**src/rtl/quiz_control_param.sv**
```systemverilog
// Game-sequencing controller for the fastest-finger quiz: steps through the
// questions, gates per-player time-register loads and drives VGA control.
module quiz_control_param #(
   parameter int NUM_PLAYERS    = 3,
   parameter int NUM_QUESTIONS  = 5,
   parameter int QSEL_W         = 3,
   parameter int TMO_W          = 26,
   parameter int TIMEOUT_CYCLES = 0
) (
   input  logic                                 clk,
   input  logic                                 reset,
   input  logic                                 gamestart,
   input  logic                                 displayrankings,
   input  logic [NUM_PLAYERS-1:0]               ans_valid,
   output logic [NUM_PLAYERS*NUM_QUESTIONS-1:0] ld_player,
   output logic [QSEL_W-1:0]                    question_selection,
   output logic                                 cctenable,
   output logic                                 ld_game,
   output logic                                 ld_r,
   output logic                                 endgame,
   output logic                                 go,
   output logic                                 rankdisplay,
   output logic [NUM_PLAYERS-1:0]               answered,
   output logic                                 timeout,
   output logic [1:0]                           state_dbg
);

   typedef enum logic [1:0] {
      S_IDLE = 2'd0,
      S_ASK  = 2'd1,
      S_WAIT = 2'd2,
      S_RANK = 2'd3
   } state_t;

   localparam logic [QSEL_W-1:0]      LAST_Q   = QSEL_W'(NUM_QUESTIONS - 1);
   localparam logic [TMO_W-1:0]       TMO_LAST = TMO_W'(TIMEOUT_CYCLES - 1);
   localparam bit                     TMO_EN   = (TIMEOUT_CYCLES != 0);
   localparam logic [NUM_PLAYERS-1:0] ALL_ANS  = '1;

   state_t                  state, state_n;
   logic [QSEL_W-1:0]       qidx, qidx_n;
   logic [NUM_PLAYERS-1:0]  ans_q, ans_n, ans_all;
   logic [TMO_W-1:0]        tmo_cnt, tmo_n;
   logic                    gs_q;
   logic                    timeout_q, timeout_n;
   logic                    tmo_hit;
   logic                    gs_rise;

   assign gs_rise = gamestart & ~gs_q;

   always_ff @(posedge clk or negedge reset) begin
      if (!reset) begin
         state     <= S_IDLE;
         qidx      <= '0;
         ans_q     <= '0;
         tmo_cnt   <= '0;
         gs_q      <= 1'b0;
         timeout_q <= 1'b0;
      end else begin
         state     <= state_n;
         qidx      <= qidx_n;
         ans_q     <= ans_n;
         tmo_cnt   <= tmo_n;
         gs_q      <= gamestart;
         timeout_q <= timeout_n;
      end
   end

   // Next-state logic; answers are only latched while a question is open.
   always_comb begin
      state_n   = state;
      qidx_n    = qidx;
      ans_n     = ans_q;
      tmo_n     = tmo_cnt;
      timeout_n = 1'b0;
      ans_all   = ans_q | ans_valid;
      tmo_hit   = 1'b0;
      case (state)
         S_IDLE: begin
            if (gs_rise) begin
               state_n = S_ASK;
               qidx_n  = '0;
               ans_n   = '0;
               tmo_n   = '0;
            end
         end
         S_ASK: begin
            ans_n = ans_all;
            if (TMO_EN) begin
               tmo_n   = tmo_cnt + 1'b1;
               tmo_hit = (tmo_cnt == TMO_LAST);
            end
            timeout_n = tmo_hit;
            if (!gamestart || (ans_all == ALL_ANS) || tmo_hit) begin
               state_n = S_WAIT;
            end
         end
         S_WAIT: begin
            // Only a fresh edge advances, so an early close with the switch still up holds here.
            if (gs_rise) begin
               if (qidx == LAST_Q) begin
                  state_n = S_RANK;
               end else begin
                  state_n = S_ASK;
                  qidx_n  = qidx + 1'b1;
                  ans_n   = '0;
                  tmo_n   = '0;
               end
            end
         end
         S_RANK: begin
            if (!displayrankings) state_n = S_IDLE;
         end
         default: state_n = S_IDLE;
      endcase
   end

   // Moore output decode from registered state only.
   always_comb begin
      ld_player          = '0;
      question_selection = '1;
      cctenable          = 1'b0;
      ld_game            = 1'b0;
      ld_r               = 1'b0;
      endgame            = 1'b0;
      go                 = 1'b0;
      rankdisplay        = 1'b0;
      answered           = '0;
      case (state)
         S_IDLE: begin
            ld_game = 1'b1;
            ld_r    = 1'b1;
         end
         S_ASK: begin
            question_selection = qidx;
            cctenable          = 1'b1;
            go                 = ~qidx[0];
            answered           = ans_q;
            for (int q = 0; q < NUM_QUESTIONS; q++) begin
               for (int p = 0; p < NUM_PLAYERS; p++) begin
                  ld_player[q*NUM_PLAYERS+p] = (qidx == QSEL_W'(q)) & ~ans_q[p];
               end
            end
         end
         S_WAIT: begin
            question_selection = qidx;
            ld_game            = 1'b1;
            go                 = ~qidx[0];
            answered           = ans_q;
         end
         S_RANK: begin
            endgame     = 1'b1;
            ld_r        = 1'b1;
            rankdisplay = 1'b1;
         end
         default: begin
            ld_game = 1'b1;
            ld_r    = 1'b1;
         end
      endcase
   end

   assign timeout   = timeout_q;
   assign state_dbg = state;

endmodule

```
**config.mk**
```make
export PLATFORM = sky130hd
export DESIGN_NAME = quiz_control_param
export DESIGN_NICKNAME = d
export VERILOG_FILES = /design/src/rtl/quiz_control_param.sv
export SDC_FILE = /design/constraint.sdc
export NUM_CORES = 1
export LEC_CHECK = 0
export BUFFER_PORTS_ARGS = -buffer_cell sky130_fd_sc_hd__clkbuf_2
export CAP_MARGIN = 20
export CELL_PAD_IN_SITES_DETAIL_PLACEMENT = 1
export CELL_PAD_IN_SITES_GLOBAL_PLACEMENT = 1
export CORE_MARGIN = 2
export CORE_UTILIZATION = 30
export CTS_CLUSTER_SIZE = 40
export DETAILED_ROUTE_END_ITERATION = 12
export GPL_TIMING_DRIVEN = 0
export MAX_ROUTING_LAYER = met4
export PLACE_DENSITY = 0.8
export SETUP_SLACK_MARGIN = 0.3
export SYNTH_ARGS = -nofsm -noshare
export SYNTH_HDL_FRONTEND = slang
export SYNTH_SLANG_ARGS = --single-unit
```
**constraint.sdc**
```tcl
create_clock -name clk -period 2.35 [get_ports clk]
set_input_delay 0.3525 -clock clk [delete_from_list [all_inputs] [get_ports clk]]
set_output_delay 0.3525 -clock clk [all_outputs]
set_load 0.03 [all_outputs]
```
==> qor.yml, run 1 <==
outcome:
  outcome: "finished, final reports clean"
timing:
  min_period_ns: 1.930
  setup_tns_ns: 0
  skew_ns: 0.006139
  rsz0062_at_grt: "false"
  final_hold_viol_count: 0
  fmax_ghz: 0.5182
  fin_crit_sh: 0.8212
  drv_slew: 0
  postLayoutSetupSlackWorst_ns: 0.4203
  setup_violations: 0
job:
  max_cap_viol_count: 0
critical_path:
  ff2ff_setup_slack_ns: 0.59
  critPathKind: "reg -> out"
  cp_data_arrival_time_ns: 1.58
  critPathMaxFanout: 5
  r2r_end: "ans_q[1]"
  r2r_start: "state_dbg[0]"
  cp-start-kind: "register"
  r2r_cells: 7
  worst_ep_required_time_ns: 2.00
  end_kind: "output port"
yosys:
  synth.top_cells.by_count: "nor2_1, ha_1, dfrtp_1"
  synthArstFlopShare: 1.000
  synthMostInstantiatedCell: "nor2_1"
  synth-edff-count: 0
  ys_warn_count: 0
  yosys_most_used_dff: "dfrtp_1"
  synthDominantCellAreaShare: 0.3163
  synth_nets: 105
  ys_top_cells_by_area: "dfrtp_1, ha_1, nor2_1"
  ys_ff_latch: 9
  avgSynthCellArea_um2: 8.090
  synth_cells: 88
  ys_seq_area_frac: 0.3163
  yosys.area.top_type: "dfrtp_1"
  netlist_area_um2: 711.9
  yosysUniqueCellTypes: 25
finish:
  final_nets: 147
  area_delta_synth_final_pct: 42.35
  diodes: 0
  drive_above_1_share: 0.4031
clocking:
  htree_levels: 1
  cts.sinks: 9
  clkTransAtPathRegs_ns: 0.07
  cts_buffers: 3
  cts_tree: "yes"
  clk_latency_ns: 0.27
  clock_path_buffers: 2
  cts_root_buf: "clkbuf_4"
routing:
  vias: 721
  drt_pass1_iterations: 4
  drc: 0
  wl_mm: 1.880
  via_per_inst: 4.592
  drt_iter0_markers: 9
  ant_nets: 0
  wl_per_cell_um: 11.97
global_route:
  grt_pass1_wl_mm: 3.139
  grt_start_max_net_pins: 10
  grt_pass1_vias: 697
  groute.usage.overall: 0.1567
  grt_overflow: 0
  antenna_found_initial: 0
floorplanning:
  num_rows: 17
  start_util: 0.3188
  die_width_um: 52.72
  dieHeight_um: 52.72
  core_area_mm2: 0.002233
  die_area_mm2: 0.002779
  pin_count: 37
hold_path:
  min_to: "gs_q"
  hold_start: "gamestart"
  hold_depth: 1
  min_path_type: "in -> reg"
place:
  dp_hpwl_mm: 1.549
  gp_congestion: 0.7814
  dp_slack_ns: 0.5319
  portBuffers: 35
final cells by class:
type | count | area, um2
flip-flops and latches | 9 | 227.7
multi-input cells | 68 | 450.4
inverters | 8 | 30.03
fillers | 297 | 1220
repair buffers | 37 | 217.7
clock buffers | 4 | 26.28
plain buffers | 3 | 26.28
well taps | 28 | 35.03
sequential cells by signal (all words and copies together), names as in the netlist:
signal and flops:
qidx 3, ans_q 3, state_dbg 2, gs_q 1
cell usage in the layout (no fill, tap or decap), drive strengths merged, types with 3 or more instances in the layout:
cell    count
clkbuf     39
and2        4
dfrtp       9
nor2       21
o21ai       4
inv         8
ha         10
buf         4
nand3       3
nand2b      4
nand2       6
a21oi       4
stage by stage:
stage | utilization | instances | hold WS (ns) | area [um2]
after global routing | 0.4538 | 157 | 0.2155 | 1013
after CTS | 0.4370 | 156 | 0.2166 | 975.9
final | 0.4538 | 157 | 0.2216 | 1013
after global placement | 0.4140 | 151 | 0.2212 | 924.6
after detailed placement | 0.4140 | 151 | 0.2274 | 924.6
after floorplan | - | 88 | 0.05691 | 714.4
metal layers:
metal  global-route usage  up-vias  wire length [um]
li1                     -      362                 -
met1               0.1892      330               851
met2               0.2646       27               918
met3              0.01714        2                92
met4              0.06410        0                18
met5                    -        -                 0
how the worst max path moves through the flow:
stage	from	end	slack (ns)	cells after the start
2_1_floorplan	state_dbg[1]	ld_player[3]	0.21	5
3_3_place_gp	state_dbg[0]	ans_q[0]	0.55	7
3_5_place_dp	state_dbg[0]	ans_q[1]	0.53	7
4_1_cts	state_dbg[1]	ld_player[5]	0.29	6
5_1_grt	state_dbg[1]	ld_player[6]	0.30	6
6_report	state_dbg[0]	ld_game	0.42	5
repair_timing:
item                                    in CTS  in global routing
setup buffers                                0                  1
cloned                                       0                  0
resized for setup                            6                  6
hold buffers                                 1                  0
hold endpoints to repair                     9                  0
endpoints found under the setup margin       6                 12
cells by family (layout without fill, tap and decap cells):
group / Yosys count / after routing / share of synthesized area
and+or+nand+nor: 44 / 44 / 0.3005
AOI/OAI and AO/OA: 13 / 13 / 0.1230
buffers and inverters: 11 / 52 / 0.07908
adders and majority gates: 10 / 10 / 0.1757
DFF: 9 / 9 / 0.3164
other: 1 / 1 / 0.005267
critical path, cell delays in order, from the launching register on:
cell and delay (ns):
dfrtp_2 0.40, inv_1 0.09, ha_1 0.26, or2_1 0.25, buf_6 0.13, clkbuf_2 0.17
Power of run 1 is not shown: default switching activity piles up to over one toggle a cycle in this logic, so the estimate is an artifact.
==> run 2, diff against run 1 <==
==> constraint.sdc (replaced) <==
create_clock -name clk -period 1.93 [get_ports clk]
set_input_delay 0.2895 -clock clk [delete_from_list [all_inputs] [get_ports clk]]
set_output_delay 0.2895 -clock clk [all_outputs]
set_load 0.03 [all_outputs]
==> run 2 against run 1 <==
Compared with the run above:
- worst hold slack worse by 0.063 ns
- global-route usage rose by 8.7 points
- first-iteration DRC count decreased by 56%
- non-clock buffer count up 12
==> qor.yml, run 2 (synthesis gave the netlist of run 1 again) <==
outcome:
  outcome: "finished, final reports clean"
timing:
  rsz0062_at_grt: "true"
  setup_violations: 0
  skew_ns: 0.002763
  min_period_ns: 1.841
  final_hold_viol_count: 0
  postLayoutSetupSlackWorst_ns: 0.08861
  fmax_ghz: 0.5431
  fin_crit_sh: 0.9541
  drv_slew: 0
  setup_tns_ns: 0
routing:
  drt_iter0_markers: 4
  drt_pass1_iterations: 4
  wl_per_cell_um: 18.02
  via_per_inst: 5.065
  wl_mm: 3.045
  vias: 856
  drc: 0
  ant_nets: 0
place:
  gp_congestion: 0.7154
  portBuffers: 35
  dp_slack_ns: 0.2259
  dp_hpwl_mm: 1.636
  place_area_mm2: 0.001015
clocking:
  cts_root_buf: "clkbuf_4"
  clk_latency_ns: 0.27
  htree_levels: 1
  cts_buffers: 3
  clkTransAtPathRegs_ns: 0.06
  clock_path_buffers: 2
  cts_tree: "yes"
  cts.sinks: 9
job:
  max_cap_viol_count: 0
critical_path:
  endpoint: "question_selection[0]"
  r2r_end: "ans_q[0]"
  r2r_cells: 7
  ff2ff_setup_slack_ns: 0.16
  worst_ep_required_time_ns: 1.64
  end_kind: "output port"
  r2r_start: "state_dbg[1]"
  startpoint: "state_dbg[1]"
  critPathMaxFanout: 6
  cp_data_arrival_time_ns: 1.55
  cp-start-kind: "register"
  critPathKind: "reg -> out"
global_route:
  antenna_found_initial: 0
  groute.usage.overall: 0.2436
  grt_pass1_wl_mm: 4.636
  grt_pass1_vias: 963
  grt_start_max_net_pins: 10
  grt_overflow: 0
finish:
  diodes: 0
  final_cell_mix: "buf_8, nor2_4, buf_4"
  final_common_cell: "buf_8"
  design_area_mm2: 0.001583
  final_util: 0.7087
  fill_cells: 226
  regArea_um2: 229.0
  multi_input_area_um2: 684.4
  area_delta_synth_final_pct: 122.3
  drive_above_1_share: 0.7589
  final_nets: 159
floorplanning:
  die_width_um: 52.72
  core_area_mm2: 0.002233
  pin_count: 37
  num_rows: 17
  die_area_mm2: 0.002779
  start_util: 0.3188
  dieHeight_um: 52.72
hold_path:
  min_path_type: "in -> reg"
==> run 2: cell count changes in the layout (fill, tap and decap cells not counted), sizes merged <==
cell	before	now
buf	4	40
clkbuf	39	15
==> run 2: area by class of cell <==
class                   count  area share
inverters                   8     0.02372
flip-flops and latches      9      0.1447
repair buffers             49      0.3439
clock buffers               4     0.01660
well taps                  28     0.02213
multi-input cells          68      0.4324
plain buffers               3     0.01660
==> run 2: timing repair <==
action | in CTS | in global routing
buffers inserted | 7 | 6
hold buffers | 1 | 0
hold endpoints to repair | 9 | 0
endpoints found under the setup margin | 32 | 35
pin swaps | 15 | 6
gates resized for setup | 74 | 54
==> run 2: metrics by stage <==
| step | hold WS (ns) | instances |
|---|---|---|
| floorplan | -0.006091 | 88 |
| global placement | 0.1607 | 151 |
| detailed placement | 0.1661 | 151 |
| CTS | 0.1508 | 163 |
| global route | 0.1635 | 169 |
| finish | 0.1589 | 169 |
==> run 2: critical path, stage by stage (launching register included) <==
cell      delay [ns]
dfrtp_2         0.42
inv_4           0.07
buf_12          0.12
ha_4            0.31
inv_4           0.06
nor2_4          0.10
inv_2           0.04
clkbuf_8        0.15
==> run 2: metal layers <==
metal | track usage | wire length, um
met5 | - | 0
met1 | 0.2386 | 1091
met3 | 0.04000 | 130
met2 | 0.4458 | 1762
met4 | 0.1453 | 60
==> run 2: worst min path at each step <==
stage                     cells after the start  slack [ns]        to      start
after floorplan                               0      -0.006  ans_q[0]      reset
after global routing                          1        0.16      gs_q  gamestart
after global placement                        1        0.16      gs_q      reset
final                                         1        0.16      gs_q  gamestart
after CTS                                     1        0.15      gs_q  gamestart
after detailed placement                      1        0.17      gs_q      reset
Power of run 2 is left out for the same reason.
